$ cat config.mk
export PLATFORM = sky130hd
export DESIGN_NAME = wfg_core_sync_gen_flat
export DESIGN_NICKNAME = d
export VERILOG_FILES = /design/src/rtl/wfg_core_sync_gen_if.sv /design/src/rtl/wfg_core_sync_gen.sv /design/src/flat_wrapper.sv
export SDC_FILE = /design/constraint.sdc
export NUM_CORES = 1
export LEC_CHECK = 0
export ABC_CLOCK_PERIOD_IN_PS = 3450
export CAP_MARGIN = 5
export CELL_PAD_IN_SITES_DETAIL_PLACEMENT = 1
export CELL_PAD_IN_SITES_GLOBAL_PLACEMENT = 1
export CORE_MARGIN = 4
export CORE_UTILIZATION = 40
export CTS_CLUSTER_DIAMETER = 200
export CTS_CLUSTER_SIZE = 28
export DETAILED_ROUTE_END_ITERATION = 12
export GPL_TIMING_DRIVEN = 0
export PLACE_DENSITY = 0.73
export SLEW_MARGIN = 20
export SYNTH_ARGS = -nofsm -noshare
export SYNTH_HDL_FRONTEND = slang
export SYNTH_SLANG_ARGS = --single-unit
$ cat constraint.sdc
create_clock -name wb_clk_i -period 3.45 [get_ports wb_clk_i]
set_input_delay 0.8625 -clock wb_clk_i [delete_from_list [all_inputs] [get_ports wb_clk_i]]
set_output_delay 0.8625 -clock wb_clk_i [all_outputs]
set_load 0.005 [all_outputs]
$ cat src/rtl/wfg_core_sync_gen_if.sv
// Bundle of configuration inputs and timing outputs for the waveform-generator sync generator.
// The master side drives configuration and enable; the slave side is the generator itself.
interface wfg_core_sync_gen_if #(
   parameter int unsigned SUBCYCLEW = 16,
   parameter int unsigned SYNCW     = 8
);
   logic [SUBCYCLEW-1:0] cfg_subcycle_q_i;
   logic [SYNCW-1:0]     cfg_sync_q_i;
   logic                 ctrl_en_q_i;
   logic                 wfg_core_start_o;
   logic                 wfg_core_subcycle_o;
   logic                 wfg_core_sync_o;
   logic [SYNCW-1:0]     wfg_core_subcycle_cnt_o;
   logic                 wfg_core_active_o;

   modport master (
      output cfg_subcycle_q_i,
      output cfg_sync_q_i,
      output ctrl_en_q_i,
      input  wfg_core_start_o,
      input  wfg_core_subcycle_o,
      input  wfg_core_sync_o,
      input  wfg_core_subcycle_cnt_o,
      input  wfg_core_active_o
   );

   modport slave (
      input  cfg_subcycle_q_i,
      input  cfg_sync_q_i,
      input  ctrl_en_q_i,
      output wfg_core_start_o,
      output wfg_core_subcycle_o,
      output wfg_core_sync_o,
      output wfg_core_subcycle_cnt_o,
      output wfg_core_active_o
   );
endinterface

$ cat src/rtl/wfg_core_sync_gen.sv
// Subcycle/sync timing generator: paces downstream stimulus blocks with registered tick pulses.
// Period configuration is shadowed and only reloaded at sync boundaries.
//
// state    | meaning
// ST_IDLE  | disabled, counters cleared, all outputs low
// ST_RUN   | counting subcycles and sync periods
module wfg_core_sync_gen #(
   parameter int unsigned SUBCYCLEW = 16,
   parameter int unsigned SYNCW     = 8
) (
   input logic                wb_clk_i,
   input logic                wb_rst_i,
   wfg_core_sync_gen_if.slave sg
);
   localparam logic [0:0] ST_IDLE = 1'b0;
   localparam logic [0:0] ST_RUN  = 1'b1;

   logic [0:0]           state_q, state_d;
   logic [SUBCYCLEW-1:0] sub_cnt_q, sub_cnt_d;
   logic [SYNCW-1:0]     sync_cnt_q, sync_cnt_d;
   logic [SUBCYCLEW-1:0] shadow_sub_q, shadow_sub_d;
   logic [SYNCW-1:0]     shadow_sync_q, shadow_sync_d;
   logic                 start_q, start_d;
   logic                 subcycle_q, subcycle_d;
   logic                 sync_q, sync_d;

   always_comb begin
      state_d       = state_q;
      sub_cnt_d     = sub_cnt_q;
      sync_cnt_d    = sync_cnt_q;
      shadow_sub_d  = shadow_sub_q;
      shadow_sync_d = shadow_sync_q;
      start_d       = 1'b0;
      subcycle_d    = 1'b0;
      sync_d        = 1'b0;

      if (state_q == ST_IDLE) begin
         sub_cnt_d  = '0;
         sync_cnt_d = '0;
         if (sg.ctrl_en_q_i) begin
            shadow_sub_d  = sg.cfg_subcycle_q_i;
            shadow_sync_d = sg.cfg_sync_q_i;
            state_d       = ST_RUN;
            start_d       = 1'b1;
         end
      end else begin
         // Disable wins over any pulse that would fire on this edge.
         if (!sg.ctrl_en_q_i) begin
            state_d    = ST_IDLE;
            sub_cnt_d  = '0;
            sync_cnt_d = '0;
         end else if (sub_cnt_q != shadow_sub_q) begin
            sub_cnt_d = sub_cnt_q + SUBCYCLEW'(1);
         end else begin
            sub_cnt_d  = '0;
            subcycle_d = 1'b1;
            if (sync_cnt_q != shadow_sync_q) begin
               sync_cnt_d = sync_cnt_q + SYNCW'(1);
            end else begin
               sync_cnt_d    = '0;
               sync_d        = 1'b1;
               shadow_sub_d  = sg.cfg_subcycle_q_i;
               shadow_sync_d = sg.cfg_sync_q_i;
            end
         end
      end
   end

   always_ff @(posedge wb_clk_i or posedge wb_rst_i) begin
      if (wb_rst_i) begin
         state_q       <= ST_IDLE;
         sub_cnt_q     <= '0;
         sync_cnt_q    <= '0;
         shadow_sub_q  <= '0;
         shadow_sync_q <= '0;
         start_q       <= 1'b0;
         subcycle_q    <= 1'b0;
         sync_q        <= 1'b0;
      end else begin
         state_q       <= state_d;
         sub_cnt_q     <= sub_cnt_d;
         sync_cnt_q    <= sync_cnt_d;
         shadow_sub_q  <= shadow_sub_d;
         shadow_sync_q <= shadow_sync_d;
         start_q       <= start_d;
         subcycle_q    <= subcycle_d;
         sync_q        <= sync_d;
      end
   end

   assign sg.wfg_core_start_o        = start_q;
   assign sg.wfg_core_subcycle_o     = subcycle_q;
   assign sg.wfg_core_sync_o         = sync_q;
   assign sg.wfg_core_subcycle_cnt_o = sync_cnt_q;
   assign sg.wfg_core_active_o       = (state_q == ST_RUN);
endmodule

$ cat src/flat_wrapper.sv
// flat-port wrapper written by rule: the top's interface ports become plain ports
module wfg_core_sync_gen_flat 
#(
   parameter int unsigned SUBCYCLEW = 16,
   parameter int unsigned SYNCW     = 8
)
  (wb_clk_i, wb_rst_i, sg_cfg_subcycle_q_i, sg_cfg_sync_q_i, sg_ctrl_en_q_i, sg_wfg_core_start_o, sg_wfg_core_subcycle_o, sg_wfg_core_sync_o, sg_wfg_core_subcycle_cnt_o, sg_wfg_core_active_o);
  wfg_core_sync_gen_if #(.SUBCYCLEW(SUBCYCLEW), .SYNCW(SYNCW)) sg_i ();
  input logic wb_clk_i;
  input logic wb_rst_i;
  input wire logic [$bits(sg_i.cfg_subcycle_q_i)-1:0] sg_cfg_subcycle_q_i;
  input wire logic [$bits(sg_i.cfg_sync_q_i)-1:0] sg_cfg_sync_q_i;
  input wire logic [$bits(sg_i.ctrl_en_q_i)-1:0] sg_ctrl_en_q_i;
  output wire logic [$bits(sg_i.wfg_core_start_o)-1:0] sg_wfg_core_start_o;
  output wire logic [$bits(sg_i.wfg_core_subcycle_o)-1:0] sg_wfg_core_subcycle_o;
  output wire logic [$bits(sg_i.wfg_core_sync_o)-1:0] sg_wfg_core_sync_o;
  output wire logic [$bits(sg_i.wfg_core_subcycle_cnt_o)-1:0] sg_wfg_core_subcycle_cnt_o;
  output wire logic [$bits(sg_i.wfg_core_active_o)-1:0] sg_wfg_core_active_o;
  assign sg_i.cfg_subcycle_q_i = sg_cfg_subcycle_q_i;
  assign sg_i.cfg_sync_q_i = sg_cfg_sync_q_i;
  assign sg_i.ctrl_en_q_i = sg_ctrl_en_q_i;
  assign sg_wfg_core_start_o = sg_i.wfg_core_start_o;
  assign sg_wfg_core_subcycle_o = sg_i.wfg_core_subcycle_o;
  assign sg_wfg_core_sync_o = sg_i.wfg_core_sync_o;
  assign sg_wfg_core_subcycle_cnt_o = sg_i.wfg_core_subcycle_cnt_o;
  assign sg_wfg_core_active_o = sg_i.wfg_core_active_o;
  wfg_core_sync_gen #(.SUBCYCLEW(SUBCYCLEW), .SYNCW(SYNCW)) u_core (.wb_clk_i(wb_clk_i), .wb_rst_i(wb_rst_i), .sg(sg_i));
endmodule
==> results of run 1 <==
## Yosys cell counts, drive strengths merged
cell,count
nor4,1
clkbuf,16
xor2,12
xnor2,26
nor3b,5
ha,2
and3,8
a31oi,6
a21oi,1
o211ai,24
o2bb2ai,1
nand3b,6
o21ai,12
nand3,9
nand4,33
inv,9
nand2b,2
nor3,3
or2,1
dfrtp,52
buf,12
and2,22
a32o,6
nand2,33
a222oi,18
nor2,19
## final cells by class
cell class	instances	share of cell area, %
Multi-Input combinational cell	250	44.5
Sequential cell	52	34.9
Timing Repair Buffer	38	10.2
Tap cell	99	3.32
Buffer	28	3.18
Clock buffer	5	1.84
Clock inverter	3	1.14
Inverter	9	0.972
## final timing paths
kind / from / endpoint / cells after the start
min: u_core.sub_cnt_q[15] / u_core.sub_cnt_q[15] / 2
min in group asynchronous: wb_rst_i / u_core.sub_cnt_q[13] / 2
max: sg_ctrl_en_q_i / u_core.shadow_sub_q[1] / 6
max in group asynchronous: wb_rst_i / u_core.shadow_sync_q[4] / 2
max reg2reg: u_core.sub_cnt_q[0] / u_core.shadow_sub_q[1] / 6
min reg2reg: u_core.sub_cnt_q[15] / u_core.sub_cnt_q[15] / 2
## power by group
part           internal (mW)  switching (mW)
logic                 0.0909          0.0934
clock network          0.215           0.218
registers              0.635          0.0352
## metrics by stage
stage | std cells | worst slack [ns] | cell area [um2]
6_report | 484 | 0.733 | 3730
5_1_grt | 484 | 0.644 | 3730
4_1_cts | 484 | 0.796 | 3730
3_5_place_dp | 476 | 0.472 | 3620
3_3_place_gp | 476 | 0.170 | 3620
2_1_floorplan | 339 | 1.33 | 3120
## registers in the layout (all words and copies together) (netlist names)
register,cells
u_core.shadow_sub_q,16
u_core.sub_cnt_q,16
u_core.sg.wfg_core_subcycle_cnt_o,8
u_core.shadow_sync_q,8
u_core.sg.wfg_core_active_o,1
u_core.sg.wfg_core_start_o,1
u_core.sg.wfg_core_subcycle_o,1
u_core.sg.wfg_core_sync_o,1
## kinds of logic (layout without fill, tap and decap cells)
family	after synthesis	count (layout)	share of synthesized area [%]
xor gates and xnor gates	38	38	10.7
AOI/OAI and AO/OA	68	68	17.1
DFF	52	52	41.8
buffers and inverters	37	83	4.90
and+or+nand+nor	142	142	24.8
adders and majority gates	2	2	0.803
## metal layers
metal / global-route usage [%] / wire (um)
met5: 0 / 0
met4: 4.62 / 74
met3: 2.66 / 405
met2: 34.2 / 4330
met1: 30.1 / 4510
## worst reg2reg max path: stages (launching register included)
cell	delay, ns
dfrtp_1	0.53
xnor2_1	0.16
nand4_1	0.19
nor4_4	0.48
buf_2	0.30
buf_2	0.29
o211ai_1	0.14
==> impl_metrics.tcl, run 1 <==
set metrics [dict create \
    power_density_nw_per_um2 345 \
    cap_violations 0 \
    final_cell_mix "dfrtp_1 (52), clkdlybuf4s50_1 (38), nand4_1 (33), nand2_1 (33), xnor2_1 (26)" \
    syn2layout_area_growth_pct 19.8 \
    hold_buffers 0 \
    ios 39 \
    drive_gt1_share_pct 5.97 \
    synth_top_area_cell "dfrtp_1" \
    finalHoldViolCount 0 \
    die_h_um 96.3 \
    slew-limit-headroom_pct 44.8 \
    syn_area_um2 3120 \
    grt_pass1_wl_mm 15.2 \
    worst_path_dominant_cell_family "buffers and inverters" \
    numCtsBuffers 5 \
    root_buffer "clkbuf_8" \
    die_w_um 96.3 \
    place_congestion 0.816 \
    synth_cells 339 \
    crit_arrival_ns 2.95 \
    route.detailed.drc 0 \
    num_antenna_cells 0 \
    rsz0062_at_grt "no" \
    r2r_setup_slack_ns 1.24 \
    post_cts_buffers 0 \
    synthTopCellsByArea "dfrtp_1 (42%), xnor2_1 (7.3%), nand4_1 (6.6%)" \
    vias 2894 \
    ys_seq_elements 52 \
    status "finished, final reports clean" \
    yosysTopAreaCellShare_pct 41.8 \
    max_freq_ghz 0.368 \
    dieArea_um2 9270 \
    wl_mm 9.32 \
    cp_slowest_cell "nor2_1" \
    hold_class "reg -> reg" \
    synth_nets 368 \
    core_area_um2 7410 \
    clk_latency_ns 0.31 \
    critPathMaxFanout 10 \
    critPathKind "in -> reg" \
    p_leak_nw 1.42 \
    drv_slew 0 \
    final_util_pct 50.4 \
    detail-route-antenna-nets 0 \
    drt-vias-per-instance 5.98 \
    gr-usage-all-layers_pct 21.1 \
    cts_resized 0 \
    end_kind "register" \
    path_clk_slew_ns 0.10 \
    setup_viol 0 \
    synth_cell_types 30 \
    start_util_pct 42.1 \
    synth_area_per_cell_um2 9.19 \
    yosys_warnings 0 \
    hold_ws_ns 0.592 \
    dp_hpwl_mm 6.62 \
    num_rows 31 \
    finalPower_mw 1.29 \
    cts_tree "built" \
    path_buf_inv 3 \
    regArea_um2 1300 \
    io_buffers 38 \
    final_nets 413 \
    slowest_delay_ns 0.65 \
    multi_input_area_um2 1660 \
    cts_max_level 2 \
    ir_drop_mv 0.165 \
    period_needed_ns 2.72 \
    clockBufferDepth 2 \
    antenna_found_initial 0 \
    firstDrtPassIters 8 \
    grt-ovfl-total 0 \
    final_common_cell "dfrtp_1" \
    max_slew.worst_pin.slew_ns 0.825 \
    clock_sinks 52 \
    cp-start-kind "primary input" \
    path_cells "clkdlybuf4s50_1, inv_2, nor2_1, clkbuf_1, a222oi_1, o211ai_1" \
    required_ns 3.68 \
    finalClockSkew_ns 0.00700 \
    grt_max_degree 53 \
    n_fill_cell 851 \
    min_period_over_period_pct 78.8 \
    seq_area_frac_synth_pct 41.8 \
    wire_per_inst_um 19.3 \
    grt_pass1_vias 2920 \
    setup-tns-final_ns 0 \
    drt_iter0_drc 258 \
]
No activity file was read; power rests on OpenSTA's default activity.
==> run 2: changes to the inputs <==
- ABC_CLOCK_PERIOD_IN_PS: 3450 -> 2600
- clock period: 3.45 -> 2.6 ns (I/O delays scaled with it)
==> results of run 2 <==
Same layout as run 1 (identical final DEF). Status: finished, final reports clean.
Among the figures that moved: setup slack after placement 0.472 ns -> -0.165 ns; setup slack after layout 0.733 ns -> 0.0954 ns; register-to-register setup slack 1.24 ns -> 0.39 ns; total power 1.29 mW -> 1.71 mW; worst IR drop on VDD 0.165 mV -> 0.218 mV
